==> src/rtl/timing_stim_pkg.sv <==
// Shared definitions for the timing stimulus generator: FSM state encoding,
// the margin clamp helper and phase-counter width helpers.
package timing_stim_pkg;

  typedef enum logic [1:0] {
    IDLE  = 2'd0,
    RUN   = 2'd1,
    DRAIN = 2'd2,
    FIN   = 2'd3
  } state_t;

  localparam int DIV_DEFAULT = 16;
  localparam int PHW_DEFAULT = $clog2(DIV_DEFAULT);

  // Width of a counter that spans 0..div-1.
  function automatic int ph_width(input int div);
    return (div < 2) ? 1 : $clog2(div);
  endfunction

  // Saturate v into the closed range [lo, hi].
  function automatic int clamp(input int v, input int lo, input int hi);
    int r;
    r = v;
    if (r < lo) r = lo;
    if (r > hi) r = hi;
    return r;
  endfunction

endpackage

==> src/rtl/stim_phase_ctr.sv <==
// Phase counter for one strobe period. It exposes the registered phase, the
// phase the next clock edge will load, and decodes of that next phase so
// the top can register its outputs aligned with the phase they belong to.
module stim_phase_ctr
  import timing_stim_pkg::*;
#(
  parameter int DIV = DIV_DEFAULT,
  parameter int PW  = PHW_DEFAULT
) (
  input  logic          clk,
  input  logic          rst,
  input  logic          en,
  input  logic [PW-1:0] launch_ph,
  input  logic [PW-1:0] inval_ph,
  output logic [PW-1:0] ph,
  output logic [PW-1:0] ph_nxt,
  output logic          at_launch,
  output logic          at_rise,
  output logic          at_inval
);

  localparam logic [PW-1:0] LAST_PH = PW'(DIV - 1);
  localparam logic [PW-1:0] RISE_PH = PW'(DIV / 2);

  // Next phase: advance and wrap while enabled, otherwise park at zero.
  always_comb begin
    ph_nxt = '0;
    if (en) begin
      ph_nxt = (ph == LAST_PH) ? '0 : ph + PW'(1);
    end
  end

  assign at_launch = (ph_nxt == launch_ph);
  assign at_rise   = (ph_nxt == RISE_PH);
  assign at_inval  = (ph_nxt == inval_ph);

  // Phase register.
  always_ff @(posedge clk or negedge rst) begin
    if (!rst) begin
      ph <= '0;
    end else begin
      ph <= ph_nxt;
    end
  end

endmodule

==> src/rtl/timing_stim_gen.sv <==
// Strobe/data stimulus transmitter with programmable setup and hold margins.
// It also predicts the setup/hold check result at every strobe rise and
// mirrors it on viol_setup_o / viol_hold_o / notifier_o.
//
// Data handshake: data_ack_o is a pull strobe. data_i is sampled at the clock
// edge that raises data_ack_o (the same edge that loads d_o), so the producer
// must hold the next word on data_i before that edge and may advance it at
// any time while data_ack_o is high.
//
// Every output is registered from the next-state/next-phase values, so in
// any cycle the outputs describe the phase held in the phase register.
module timing_stim_gen
  import timing_stim_pkg::*;
#(
  parameter int DIV  = 16,
  parameter int W    = 8,
  parameter int OFFW = 4
) (
  input  logic            clk,
  input  logic            rst,
  input  logic            start,
  input  logic [7:0]      count_i,
  input  logic [OFFW-1:0] setup_i,
  input  logic [OFFW-1:0] hold_i,
  input  logic [OFFW-1:0] setup_lim_i,
  input  logic [OFFW-1:0] hold_lim_i,
  input  logic [W-1:0]    data_i,
  output logic            data_ack_o,
  output logic            sclk_o,
  output logic [W-1:0]    d_o,
  output logic            busy_o,
  output logic            done_o,
  output logic            viol_setup_o,
  output logic            viol_hold_o,
  output logic            notifier_o,
  output state_t          dbg_state
);

  localparam int R  = DIV / 2;
  localparam int PW = ph_width(DIV);
  localparam logic [PW-1:0] R_PH    = PW'(R);
  localparam logic [PW-1:0] LAST_PH = PW'(DIV - 1);

  state_t          state_q;
  state_t          state_nxt;
  logic [7:0]      cnt_q;
  logic [PW-1:0]   su_q;
  logic [PW-1:0]   ho_q;
  logic [OFFW-1:0] sl_q;
  logic [OFFW-1:0] hl_q;

  logic [PW-1:0]   su_in;
  logic [PW-1:0]   ho_in;
  logic [PW-1:0]   su_use;
  logic [PW-1:0]   launch_ph;
  logic [PW-1:0]   inval_ph;
  logic [PW-1:0]   ph;
  logic [PW-1:0]   ph_nxt;
  logic            en;
  logic            at_launch;
  logic            at_rise;
  logic            at_inval;
  logic            running_nxt;
  logic            launch;
  logic            inval;
  logic            chk;
  logic            vs;
  logic            vh;

  // Clamped margins taken straight from the inputs, used on the start edge.
  assign su_in = PW'(clamp(int'(setup_i), 1, R));
  assign ho_in = PW'(clamp(int'(hold_i), 1, R - 1));

  // With su = R the first launch lands on phase 0, i.e. on the start edge
  // itself, before su_q has been loaded; use the live value there.
  assign su_use    = (state_q == IDLE) ? su_in : su_q;
  assign launch_ph = R_PH - su_use;
  assign inval_ph  = R_PH + ho_q;

  assign en = (state_q == RUN) || (state_q == DRAIN);

  stim_phase_ctr #(
    .DIV (DIV),
    .PW  (PW)
  ) u_phase (
    .clk       (clk),
    .rst       (rst),
    .en        (en),
    .launch_ph (launch_ph),
    .inval_ph  (inval_ph),
    .ph        (ph),
    .ph_nxt    (ph_nxt),
    .at_launch (at_launch),
    .at_rise   (at_rise),
    .at_inval  (at_inval)
  );

  // Next-state decode for the burst FSM.
  always_comb begin
    state_nxt = state_q;
    case (state_q)
      IDLE:    if (start) state_nxt = (count_i != 8'd0) ? RUN : FIN;
      RUN:     if (at_rise && (cnt_q == 8'd1)) state_nxt = DRAIN;
      DRAIN:   if (ph == LAST_PH) state_nxt = FIN;
      FIN:     state_nxt = IDLE;
      default: state_nxt = IDLE;
    endcase
  end

  assign running_nxt = (state_nxt == RUN) || (state_nxt == DRAIN);
  assign launch      = (state_nxt == RUN) && at_launch;
  assign inval       = running_nxt && at_inval;
  assign chk         = (state_q == RUN) && at_rise;
  // A zero limit can never exceed a clamped margin (>= 1), so it never flags.
  assign vs          = chk && (int'(su_q) < int'(sl_q));
  assign vh          = chk && (int'(ho_q) < int'(hl_q));

  // Burst FSM, captured burst parameters and all registered outputs.
  always_ff @(posedge clk or negedge rst) begin
    if (!rst) begin
      state_q      <= IDLE;
      cnt_q        <= '0;
      su_q         <= '0;
      ho_q         <= '0;
      sl_q         <= '0;
      hl_q         <= '0;
      data_ack_o   <= 1'b0;
      sclk_o       <= 1'b0;
      d_o          <= '0;
      busy_o       <= 1'b0;
      done_o       <= 1'b0;
      viol_setup_o <= 1'b0;
      viol_hold_o  <= 1'b0;
      notifier_o   <= 1'b0;
    end else begin
      state_q <= state_nxt;

      if ((state_q == IDLE) && start) begin
        cnt_q <= count_i;
        su_q  <= su_in;
        ho_q  <= ho_in;
        sl_q  <= setup_lim_i;
        hl_q  <= hold_lim_i;
      end else if (chk) begin
        cnt_q <= cnt_q - 8'd1;
      end

      sclk_o     <= running_nxt && (ph_nxt >= R_PH);
      data_ack_o <= launch;
      if (launch) begin
        d_o <= data_i;
      end else if (inval) begin
        d_o <= ~d_o;
      end

      busy_o       <= (state_nxt != IDLE);
      done_o       <= (state_nxt == FIN);
      viol_setup_o <= vs;
      viol_hold_o  <= vh;
      if (vs || vh) begin
        notifier_o <= ~notifier_o;
      end
    end
  end

  assign dbg_state = state_q;

endmodule

==> config.mk <==
export PLATFORM = sky130hd
export DESIGN_NAME = timing_stim_gen
export DESIGN_NICKNAME = d
export VERILOG_FILES = /design/src/rtl/timing_stim_pkg.sv /design/src/rtl/stim_phase_ctr.sv /design/src/rtl/timing_stim_gen.sv
export SDC_FILE = /design/constraint.sdc
export NUM_CORES = 1
export LEC_CHECK = 0
export CORE_MARGIN = 2
export CORE_UTILIZATION = 28
export DETAILED_ROUTE_END_ITERATION = 6
export PLACE_DENSITY = 0.49
export SLEW_MARGIN = 20
export SYNTH_ARGS = -nofsm -noshare
export SYNTH_HDL_FRONTEND = slang
export SYNTH_HIERARCHICAL = 1
export SYNTH_SLANG_ARGS = --single-unit
==> constraint.sdc <==
create_clock -name clk -period 8.9 [get_ports clk]
set_input_delay 0.89 -clock clk [delete_from_list [all_inputs] [get_ports clk]]
set_output_delay 0.89 -clock clk [all_outputs]
set_load 0.01 [all_outputs]
==> results.md <==
Synth:
- Of the synthesized area, sequential elements account for 0.453.
- The cell accounting for the most synthesized area is dfrtp_1.
- The most common cell in the synthesized netlist is dfrtp_1.
- The number of synthesized register bits is 45.
- In the synthesized netlist, the number of instances is between 200 and 250.
- The cell area after synthesis is 0.00248 mm2.
- During synthesis, Yosys emitted a total of 6 warnings.
- After synthesis, the cell types taking the most area are dfrtp_1 45%, ha_1 8.6%, mux2_2 5.9%, xnor2_1 5.6%, nor2_1 3.3%.
- Of the post-synthesis cell area, the dominant cell type holds 0.453.
- The synthesized design contains 0 enable-type register cells.
- By count the netlist is led by 45 x dfrtp_1, 22 x nor2_1, 17 x ha_1, 17 x nand2_1.
- In the synthesized netlist the dominant register cell turns out to be dfrtp_1.
- The average size of a mapped cell is between 10 and 15 um2.
- The fraction of registers with async set/reset is 1.00.
- Synthesis produced a netlist with a net count of slightly below 300.
- Synthesis instantiated 41 different standard cells from the library.

Power and ir drop:
- Across the VDD grid, the largest voltage drop is 0.0887 mV.
- In this run the static leakage power is 1.36 nW.
- Power spread over the standard cell area amounts to 320 mW/mm2.

Floorplan:
- The region available for standard cell placement spans 0.00868 mm2.
- The initial standard-cell utilization of the core is 0.286.
- The floorplan has 34 rows.
- For this design the top-level I/O count stands at 52.
- The die is 98.2 um tall.
- The die is 98.2 um wide.
- The total die area is roughly 0.0096 mm2.

Setup path:
- The endpoint class of the critical path is a flip-flop.
- The worst reg2reg path depth is 13.
- The register-to-register setup slack is between 5 and 6 ns.
- Data arrives at the worst endpoint at 3.97 ns.
- The biggest fanout along the worst timing path is 8.
- The worst setup path is launched from a flip-flop.
- The critical path in this run is classified as flip-flop to flip-flop.
- The beginning of the worst register-to-register path is dbg_state[0]$_DFF_PN0_.
- The endpoint identified for the worst register-to-register timing path is d_o[3]$_DFFE_PN0P_.
- The critical path data required time is 9.07 ns.

CTS:
- The H-tree was split into 2 levels.
- TritonCTS created 5 clock buffers.
- The quantity of gates resized following cts is 0.
- The buffer levels on the longest clock path is 2.
- The clock transition at the registers of the reported paths is 0.09 ns.
- CTS placed an instance of clkbuf_8 at the clock tree root.
- The number of clock sinks is 45.
- Clock latency on the worst-skew pair, taken at its later pin, is approximately 0.30 ns.
- The CTS tree is done.
- The number of buffers inserted by post-CTS setup repair is 0.
- The number of hold-repair buffers added at the cts stage is 0.

Timing:
- Timing would allow up to 263 MHz.
- The total of endpoints with negative setup slack in the final report is 0.
- The actual slew at the worst max-slew pin is 0.858 ns.
- For the final routed database, the setup TNS stands at 0 ns.
- The final critical delay including setup and external delays is roughly 3.8 ns.
- Across the routed clock network, the largest skew measured is 0.0104 ns.
- The hold violation count in the final report was 0.
- The max-slew violation total from the final report is 0.
- Dividing the final minimum period by the clock period gives 0.427.
- Setup repair after global routing left no endpoint under its margin.
- In this run the tightest slew margin relative to its limit is 0.427.

Global routing:
- The initial antenna violation count came to 0.
- The via count of the first global-routing pass was roughly 1,800.
- The global routing usage summed across all routing layers is 0.109.
- The first global-routing pass estimated 8530 um of wire.
- The maximum number of pins on one net before global-route repair is 46.
- The total overflow left after global routing is 0.

Finish:
- The count of nets after finishing is approximately 350.
- The layout overhead on the synthesized area is 29.0%.
- With fillers left out, the area of the finished cells amounts to approximately 0.0032 mm2.
- 0 antenna diodes ended up in the layout.
- The share of cells above drive strength 1 is 0.125.

Route:
- The total wirelength of the detailed-routed design is 5100 um.
- For this block, the via count after detailed routing is 1,839.
- The detail-routed net length per standard cell is 12.6 um.
- The detailed router finished its first iteration with 57 violations.
- In this run the remaining antenna-violating nets after routing total 0.
- Dividing the detail-routed via count by the number of cells gives 4.55.
- After detailed routing, the number of remaining DRC violations is 0.
- The first-pass detailed-route iteration total is 4.

Place:
- The count of input and output buffers is roughly 50.
- The final estimated routing congestion in global placement is 0.767.
- Detailed placement finished with a half-perimeter wire length of 3790 um.
- After detailed placement, the total cell area comes to 0.00311 mm2.

Run:
- Across the run, the number of max-cap violations was 0.

Run status:
- The flow ran to the end, and the final reports show no timing, DRC or antenna violations.

Hold path:
- In this run the worst hold path is classified as flip-flop to flip-flop.
- The worst hold path terminates at notifier_o$_DFFE_PN0P_.
- The critical hold path startpoint is notifier_o$_DFFE_PN0P_.
- Along the worst hold path, the cell count comes to 1.
==> how the worst max path moves through the flow <==
stage                                       from            endpoint  slack, ns  cells past startpoint
final                     dbg_state[0]$_DFF_PN0_  d_o[3]$_DFFE_PN0P_       5.10                     13
after global routing      dbg_state[0]$_DFF_PN0_  d_o[1]$_DFFE_PN0P_       4.65                     13
after CTS                 dbg_state[0]$_DFF_PN0_  d_o[5]$_DFFE_PN0P_       5.01                     13
after detailed placement  dbg_state[0]$_DFF_PN0_  d_o[4]$_DFFE_PN0P_       5.03                     13
after global placement    dbg_state[0]$_DFF_PN0_  d_o[1]$_DFFE_PN0P_       5.09                     13
after floorplan           dbg_state[0]$_DFF_PN0_  d_o[7]$_DFFE_PN0P_       5.57                     14
==> report_power, final <==
group | switching [mW] | internal [mW] | total (mW) | leakage [nW]
clock | 0.0716 | 0.0630 | 0.135 | 0.0512
sequential | 0.0768 | 0.295 | 0.372 | 0.547
combinational | 0.257 | 0.263 | 0.520 | 0.764
total | 0.405 | 0.621 | 1.03 | 1.36
==> flip-flops by register name, indices dropped and copies added (netlist names) <==
| signal | flops |
|---|---|
| busy_o | 1 |
| cnt_q | 8 |
| d_o | 8 |
| data_ack_o | 1 |
| dbg_state | 2 |
| done_o | 1 |
| hl_q | 4 |
| ho_q | 4 |
| notifier_o | 1 |
| sclk_o | 1 |
| sl_q | 4 |
| su_q | 4 |
| u_phase/ph | 4 |
| viol_hold_o | 1 |
| viol_setup_o | 1 |
==> through the flow <==
stage | std cells | hold slack, ns | power (mW) | utilization | setup WS [ns]
floorplan | 243 | 0.479 | 0.735 | - | 5.57
global placement | 396 | 0.468 | 0.897 | 0.358 | 5.09
detailed placement | 396 | 0.460 | 0.902 | 0.358 | 5.03
CTS | 404 | 0.480 | 1.04 | 0.369 | 5.01
global route | 404 | 0.492 | 1.12 | 0.369 | 4.65
finish | 404 | 0.477 | 1.03 | 0.369 | 5.10
==> routing by layer <==
| metal | track usage | vias to the layer above | wire length (um) |
|---|---|---|---|
| li1 | - | 933 | - |
| met1 | 0.139 | 862 | 2380 |
| met2 | 0.182 | 40 | 2420 |
| met3 | 0.0301 | 4 | 239 |
| met4 | 0.0285 | 0 | 58 |
| met5 | 0 | - | 0 |
==> cell usage in the layout (no fill, tap or decap), types with 2 or more instances in the layout <==
cell,instances
nor3_1,6
inv_2,2
nand3_1,3
inv_1,16
clkdlybuf4s50_1,50
and2_1,4
mux2i_1,4
nor2_1,22
clkbuf_8,6
a21oi_1,11
nor4b_1,3
a21boi_0,2
nor2b_1,4
o21ai_1,3
a221oi_1,2
nor4_1,3
nand2b_1,2
o21ai_0,16
dfrtp_1,45
mux2_2,13
ha_1,17
nand2_2,2
nand2_1,16
xor2_1,7
xnor2_1,16
nor4_2,2
==> layout make-up <==
cell class | instances | area (um2)
Clock buffer | 6 | 82.6
Clock inverter | 2 | 13.8
Fill cell | 922 | 5470
Inverter | 18 | 67.6
Multi-Input combinational cell | 173 | 1270
Sequential cell | 45 | 1130
Tap cell | 108 | 135
Timing Repair Buffer | 52 | 513
==> critical path, stage by stage, from the launching register on <==
cell	delay (ns)
dfrtp_1	0.45
inv_1	0.11
ha_1	0.38
inv_2	0.13
a311oi_2	0.08
nor4b_1	0.57
nand2_1	0.18
nor4_4	0.17
o21ai_1	0.08
a32o_2	0.25
ha_1	0.31
nor2b_1	0.67
xnor2_1	0.18
o21ai_0	0.09
==> logic make-up (layout without fill, tap and decap cells) <==
kind of cell / count (synthesis) / count (layout) / synth area share
flip-flops: 45 / 45 / 0.453
AND/OR/NAND/NOR: 74 / 74 / 0.161
multiplexers: 17 / 17 / 0.0750
adder cells (fa/ha/maj): 17 / 17 / 0.0856
AO/OA/AOI/OAI: 42 / 42 / 0.106
buffers and inverters: 25 / 78 / 0.0383
XOR/XNOR: 23 / 23 / 0.0811
(Power assumes the default switching activity.)
